## config.mk

```make
export PLATFORM = sky130hd
export DESIGN_NAME = vga_color_out
export DESIGN_NICKNAME = d
export VERILOG_FILES = /design/src/rtl/vga_pkg.sv /design/src/rtl/vga_sync_to_count.sv /design/src/rtl/vga_color_out.sv
export SDC_FILE = /design/constraint.sdc
export NUM_CORES = 1
export LEC_CHECK = 0
export CAP_MARGIN = 20
export CORE_ASPECT_RATIO = 0.8
export CORE_MARGIN = 3
export CORE_UTILIZATION = 54
export CTS_BUF_LIST = sky130_fd_sc_hd__clkbuf_8
export CTS_CLUSTER_SIZE = 8
export DETAILED_ROUTE_END_ITERATION = 7
export GPL_ROUTABILITY_DRIVEN = 0
export PLACE_DENSITY = 0.86
export SYNTH_ARGS = -nofsm -noshare
export SYNTH_HDL_FRONTEND = slang
export SYNTH_SLANG_ARGS = --single-unit
```

## constraint.sdc

```tcl
create_clock -name i_Clk -period 2.2 [get_ports i_Clk]
set_input_delay 0.22 -clock i_Clk [delete_from_list [all_inputs] [get_ports i_Clk]]
set_output_delay 0.22 -clock i_Clk [all_outputs]
set_load 0.05 [all_outputs]
```

## src/rtl/vga_pkg.sv

```systemverilog
// Shared VGA definitions: pattern mode encodings, colour-bar table and default 640x480 timing.
package vga_pkg;

    typedef enum logic [1:0] {
        MODE_PASS  = 2'd0,
        MODE_BARS  = 2'd1,
        MODE_CHECK = 2'd2,
        MODE_BLACK = 2'd3
    } mode_t;

    localparam int unsigned DEF_TOTAL_COLS  = 800;
    localparam int unsigned DEF_TOTAL_ROWS  = 525;
    localparam int unsigned DEF_ACTIVE_COLS = 640;
    localparam int unsigned DEF_ACTIVE_ROWS = 480;

    // {R,G,B} on/off flags: white, yellow, cyan, green, magenta, red, blue, black
    localparam logic [2:0] BAR_RGB [8] = '{
        3'b111, 3'b110, 3'b011, 3'b010, 3'b101, 3'b100, 3'b001, 3'b000
    };

    function automatic logic [2:0] bar_color(input logic [2:0] idx);
        return BAR_RGB[idx];
    endfunction

endpackage

```

## src/rtl/vga_sync_to_count.sv

```systemverilog
// Column/row position tracker: resyncs on each rising VSync and wraps over the full frame.
module vga_sync_to_count #(
    parameter int unsigned TOTAL_COLS = 800,
    parameter int unsigned TOTAL_ROWS = 525
) (
    input  logic                          i_Clk,
    input  logic                          i_Rst_L,
    input  logic                          i_VSync,
    output logic                          o_Frame_Start,
    output logic                          o_Synced,
    output logic [$clog2(TOTAL_COLS)-1:0] o_Col,
    output logic [$clog2(TOTAL_ROWS)-1:0] o_Row
);
    localparam int unsigned CW = $clog2(TOTAL_COLS);
    localparam int unsigned RW = $clog2(TOTAL_ROWS);
    localparam logic [CW-1:0] COL_LAST = CW'(TOTAL_COLS - 1);
    localparam logic [RW-1:0] ROW_LAST = RW'(TOTAL_ROWS - 1);

    logic vs_prev;
    logic primed;

    // vs_prev only reflects a real sample once primed, so a VSync held high
    // across reset is not mistaken for a frame start.
    always_comb begin
        o_Frame_Start = primed & ~vs_prev & i_VSync;
    end

    always_ff @(posedge i_Clk or negedge i_Rst_L) begin
        if (!i_Rst_L) begin
            vs_prev  <= 1'b0;
            primed   <= 1'b0;
            o_Synced <= 1'b0;
            o_Col    <= '0;
            o_Row    <= '0;
        end else begin
            vs_prev <= i_VSync;
            primed  <= 1'b1;
            if (o_Frame_Start) begin
                o_Col    <= '0;
                o_Row    <= '0;
                o_Synced <= 1'b1;
            end else if (o_Synced) begin
                if (o_Col == COL_LAST) begin
                    o_Col <= '0;
                    o_Row <= (o_Row == ROW_LAST) ? '0 : o_Row + 1'b1;
                end else begin
                    o_Col <= o_Col + 1'b1;
                end
            end
        end
    end

endmodule

```

## src/rtl/vga_color_out.sv

```systemverilog
// Two-stage VGA colour output: registers inputs and position, then selects the
// frame-latched pattern and blanks outside the active region.
module vga_color_out
    import vga_pkg::*;
#(
    parameter int unsigned COLOR_BITS  = 3,
    parameter int unsigned TOTAL_COLS  = DEF_TOTAL_COLS,
    parameter int unsigned TOTAL_ROWS  = DEF_TOTAL_ROWS,
    parameter int unsigned ACTIVE_COLS = DEF_ACTIVE_COLS,
    parameter int unsigned ACTIVE_ROWS = DEF_ACTIVE_ROWS,
    parameter int unsigned CHECK_LOG2  = 5
) (
    input  logic                          i_Clk,
    input  logic                          i_Rst_L,
    input  logic                          i_HSync,
    input  logic                          i_VSync,
    input  logic [COLOR_BITS-1:0]         i_Red,
    input  logic [COLOR_BITS-1:0]         i_Grn,
    input  logic [COLOR_BITS-1:0]         i_Blu,
    input  logic [1:0]                    i_Mode,
    output logic                          o_HSync,
    output logic                          o_VSync,
    output logic [COLOR_BITS-1:0]         o_Red,
    output logic [COLOR_BITS-1:0]         o_Grn,
    output logic [COLOR_BITS-1:0]         o_Blu,
    output logic [$clog2(TOTAL_COLS)-1:0] o_Col,
    output logic [$clog2(TOTAL_ROWS)-1:0] o_Row
);
    localparam int unsigned CW    = $clog2(TOTAL_COLS);
    localparam int unsigned RW    = $clog2(TOTAL_ROWS);
    localparam int unsigned BAR_W = ACTIVE_COLS / 8;

    if (COLOR_BITS < 1 || COLOR_BITS > 8 || ACTIVE_COLS % 8 != 0 ||
        ACTIVE_COLS > TOTAL_COLS || ACTIVE_ROWS > TOTAL_ROWS) begin : g_bad_geometry
        $error("vga_color_out: illegal colour depth or frame geometry");
    end

    logic                  hs1, vs1;
    logic [COLOR_BITS-1:0] red1, grn1, blu1;
    logic                  frame_start, synced;
    logic [CW-1:0]         col;
    logic [RW-1:0]         row;
    mode_t                 frame_mode;

    logic                  active;
    logic [2:0]            bar_idx;
    logic [2:0]            bar_rgb;
    logic                  check_on;
    logic [COLOR_BITS-1:0] sel_red, sel_grn, sel_blu;

    vga_sync_to_count #(
        .TOTAL_COLS(TOTAL_COLS),
        .TOTAL_ROWS(TOTAL_ROWS)
    ) u_count (
        .i_Clk         (i_Clk),
        .i_Rst_L       (i_Rst_L),
        .i_VSync       (i_VSync),
        .o_Frame_Start (frame_start),
        .o_Synced      (synced),
        .o_Col         (col),
        .o_Row         (row)
    );

    always_ff @(posedge i_Clk or negedge i_Rst_L) begin
        if (!i_Rst_L) begin
            hs1        <= 1'b0;
            vs1        <= 1'b0;
            red1       <= '0;
            grn1       <= '0;
            blu1       <= '0;
            frame_mode <= MODE_PASS;
        end else begin
            hs1  <= i_HSync;
            vs1  <= i_VSync;
            red1 <= i_Red;
            grn1 <= i_Grn;
            blu1 <= i_Blu;
            if (frame_start) begin
                frame_mode <= mode_t'(i_Mode);
            end
        end
    end

    // Colour stays black after reset until the counters have resynced to a frame start.
    always_comb begin
        active  = hs1 & vs1 & synced;
        bar_idx = '0;
        for (int unsigned k = 1; k < 8; k++) begin
            if (32'(col) >= k * BAR_W) begin
                bar_idx = 3'(k);
            end
        end
        bar_rgb  = bar_color(bar_idx);
        check_on = (|((col >> CHECK_LOG2) & CW'(1))) ^ (|((row >> CHECK_LOG2) & RW'(1)));

        sel_red = '0;
        sel_grn = '0;
        sel_blu = '0;
        case (frame_mode)
            MODE_PASS: begin
                sel_red = red1;
                sel_grn = grn1;
                sel_blu = blu1;
            end
            MODE_BARS: begin
                sel_red = {COLOR_BITS{bar_rgb[2]}};
                sel_grn = {COLOR_BITS{bar_rgb[1]}};
                sel_blu = {COLOR_BITS{bar_rgb[0]}};
            end
            MODE_CHECK: begin
                sel_red = {COLOR_BITS{check_on}};
                sel_grn = {COLOR_BITS{check_on}};
                sel_blu = {COLOR_BITS{check_on}};
            end
            default: begin
                sel_red = '0;
                sel_grn = '0;
                sel_blu = '0;
            end
        endcase

        if (!active) begin
            sel_red = '0;
            sel_grn = '0;
            sel_blu = '0;
        end
    end

    always_ff @(posedge i_Clk or negedge i_Rst_L) begin
        if (!i_Rst_L) begin
            o_HSync <= 1'b0;
            o_VSync <= 1'b0;
            o_Red   <= '0;
            o_Grn   <= '0;
            o_Blu   <= '0;
            o_Col   <= '0;
            o_Row   <= '0;
        end else begin
            o_HSync <= hs1;
            o_VSync <= vs1;
            o_Red   <= sel_red;
            o_Grn   <= sel_grn;
            o_Blu   <= sel_blu;
            o_Col   <= col;
            o_Row   <= row;
        end
    end

endmodule

```

==> impl_metrics.yaml <==
run_status:
  status: "complete, no violations"
min_path:
  min-delay-path-class: "in2reg"
  min_to: "grn1[2]"
  min_path_cells: 1
  hp-start: "i_Grn[2]"
clock_tree:
  clk_pin_slew_worst_paths_ns: 0.07
  cts_tree: "done"
  insertion_delay_ns: 0.34
  numCtsBuffers: 9
  cts_root_buf: "clkbuf_8"
  cts.sinks: 66
  htree_levels: 3
  cts_buffer_depth: 2
finish:
  antennaDiodeCount: 0
  n_fill_cell: 339
  design_area_um2: 3360
  syn2layout_area_growth_pct: 24.7
  utilization_pct: 71.4
  final_nets: 300
  final_cells: 344
  drive_gt1_share_pct: 11.6
synth:
  yosysWarnings: 0
  syn_area_um2: 2690
  async_flop_share_pct: 100
  synth-edff-count: 0
  syn_avg_cell_area_um2: 11.8
  synth_top_area_share_pct: 61.3
  synth_fp_nets: 248
  yosysMostFrequentCell: "dfrtp_1"
  synth_ff_type: "dfrtp_1"
  syn_inst: 229
  synth_common_cells: "dfrtp_1, nand2_1, nor2_1"
  synth.distinct_cells: 52
  yosys.area.top_type: "dfrtp_1"
  yosys-top-cells-area: "dfrtp_1, nand2_1, a21oi_1, a22o_2, ha_1"
  ys_ff_latch: 66
  yosysSeqAreaShare_pct: 61.3
grt:
  grt_use_met3_pct: 7.13
  grt_pass1_vias: 1852
  grt_max_degree: 41
  track_usage_pct: 19.8
  grt_busiest_layer: "met2"
  use_met1_pct: 26.6
  grt_overflow: 0
  grt_pass1_wl_um: 8980
  antenna_found_initial: 0
  grt_use_met2_pct: 29.4
die:
  start_util_pct: 57.2
  io-pin-count: 46
  core_area_um2: 4710
  num_rows: 22
  dieArea_um2: 5880
  die_width_um: 85.0
  die_h_um: 69.2
critical_path:
  cp_max_fo: 10
  critical_path_class: "reg2reg"
  cp.arrival_ns: 2.11
  reg2reg_to: "u_count.o_Row[0]"
  worstPathRequired_ns: 2.48
  end_kind: "register"
  crit_buf_inv: 0
  rrSetupSlack_ns: 0.37
  r2r_cells: 5
  slowest_delay_ns: 0.46
  cp_slowest_cell: "dfrtp_1"
  path_cells: "ha_1 > and3_1 > a41o_4 > nor2b_2 > mux2_4"
  reg2reg_from: "u_count.o_Col[1]"
  critPathTopFamily: "simple AND/OR/NAND/NOR gates"
  worstSetupStartpointType: "register"
sta:
  worst_slack_ns: 0.368
  holdWs_ns: 0.319
  final.period_utilization_pct: 83.3
  period_needed_ns: 1.83
  final-setup-viol-count: 0
  fmax_mhz: 546
  finalClockSkew_ns: 0.00615
  worst_slew_pin_slew_ns: 0.599
  max-slew-margin-rel_pct: 60.1
  drv_slew: 0
  hold_viol: 0
  fin_tns_setup_ns: 0
  rsz0062_at_grt: "false"
place:
  dp.cells: 329
  dp_slack_ns: 0.307
  io_buffers: 45
  place_area_um2: 3190
  dp_hpwl_um: 3760
route:
  num_vias: 1915
  drtIter0Drc: 156
  via_per_inst: 5.57
  drcViolationCount: 0
  dr.pass1.iters: 5
  drt_wl_total_um: 5420
  wl_per_cell_um: 15.8
  final_antenna_net_count: 0
run:
  cap_violations: 0
power:
  leakagePower_nw: 1.50
  powerDensity_nw_per_um2: 930
  power_mw: 3.12
  max-vdd-ir-drop_v: 0.000577
layer usage:
metal  routed length, um  share of wire, %  vias to the layer above
li1                    -                 -                      906
met1                2410                44                      919
met2                2560                47                       77
met3                 369               6.8                       13
met4                  88               1.6                        0
met5                   0                 0                        -
worst register-to-register path: stages, from the launching register on:
cell and delay, ns:
dfrtp_1 0.46, ha_1 0.20, and3_1 0.24, a41o_4 0.30
nor2b_2 0.37, mux2_4 0.22
cell usage in the layout (no fill, tap or decap), drive strengths merged, types with 5 or more instances in the layout:
master / instances
a21oi: 12
a22o: 6
clkbuf: 10
clkdlybuf4s50: 44
dfrtp: 66
inv: 6
nand2: 31
nand3: 10
nor2: 13
nor2b: 5
o21ai: 10
logic make-up after synthesis:
kind of cell | synth area share [%]
adder cells (fa/ha/maj) | 1.86
buffers and inverters | 2.88
multiplexers | 1.35
AO/OA/AOI/OAI | 12.6
other | 0.139
AND/OR/NAND/NOR | 17.3
flip-flops | 61.3
XOR/XNOR | 2.60
final cells by class:
| class | count | area, um2 | share of cell area (%) |
|---|---|---|---|
| Clock buffer | 10 | 138 | 4.10 |
| Clock inverter | 4 | 21.3 | 0.633 |
| Inverter | 5 | 18.8 | 0.559 |
| Multi-Input combinational cell | 150 | 965 | 28.7 |
| Sequential cell | 66 | 1650 | 49.2 |
| Tap cell | 60 | 75.1 | 2.23 |
| Timing Repair Buffer | 49 | 490 | 14.6 |
sequential cells by signal, summed over array words and instances, names as in the netlist:
signal            flops
o_Col                10
o_Row                10
u_count.o_Col        10
u_count.o_Row        10
blu1                  3
grn1                  3
o_Blu                 3
o_Grn                 3
o_Red                 3
red1                  3
frame_mode            2
hs1                   1
o_HSync               1
o_VSync               1
u_count.o_Synced      1
u_count.primed        1
u_count.vs_prev       1
repair_timing:
| action | 4_1_cts | 5_1_grt |
|---|---|---|
| endpoints found under the hold margin | 26 | 0 |
| buffers inserted | 0 | 0 |
| resized for setup | 0 | 0 |
| hold buffers | 1 | 0 |
worst max-delay path by stage:
stage | startpoint | endpoint | slack, ns | depth (start not counted)
floorplan | u_count.o_Col[0] | u_count.o_Row[0] | 0.43 | 6
global placement | i_VSync | u_count.o_Row[0] | 0.37 | 5
detailed placement | i_VSync | u_count.o_Row[0] | 0.31 | 5
CTS | u_count.o_Row[0] | u_count.o_Row[3] | 0.37 | 6
global route | u_count.o_Row[0] | u_count.o_Row[8] | 0.24 | 6
finish | u_count.o_Col[1] | u_count.o_Row[0] | 0.37 | 5
report_power, final:
group	internal (mW)	switching (mW)
Clock	0.418	0.428
Combinational	0.276	0.475
Sequential	1.37	0.154
Total	2.07	1.06
Note: power is estimated with default switching activity, not from simulation.
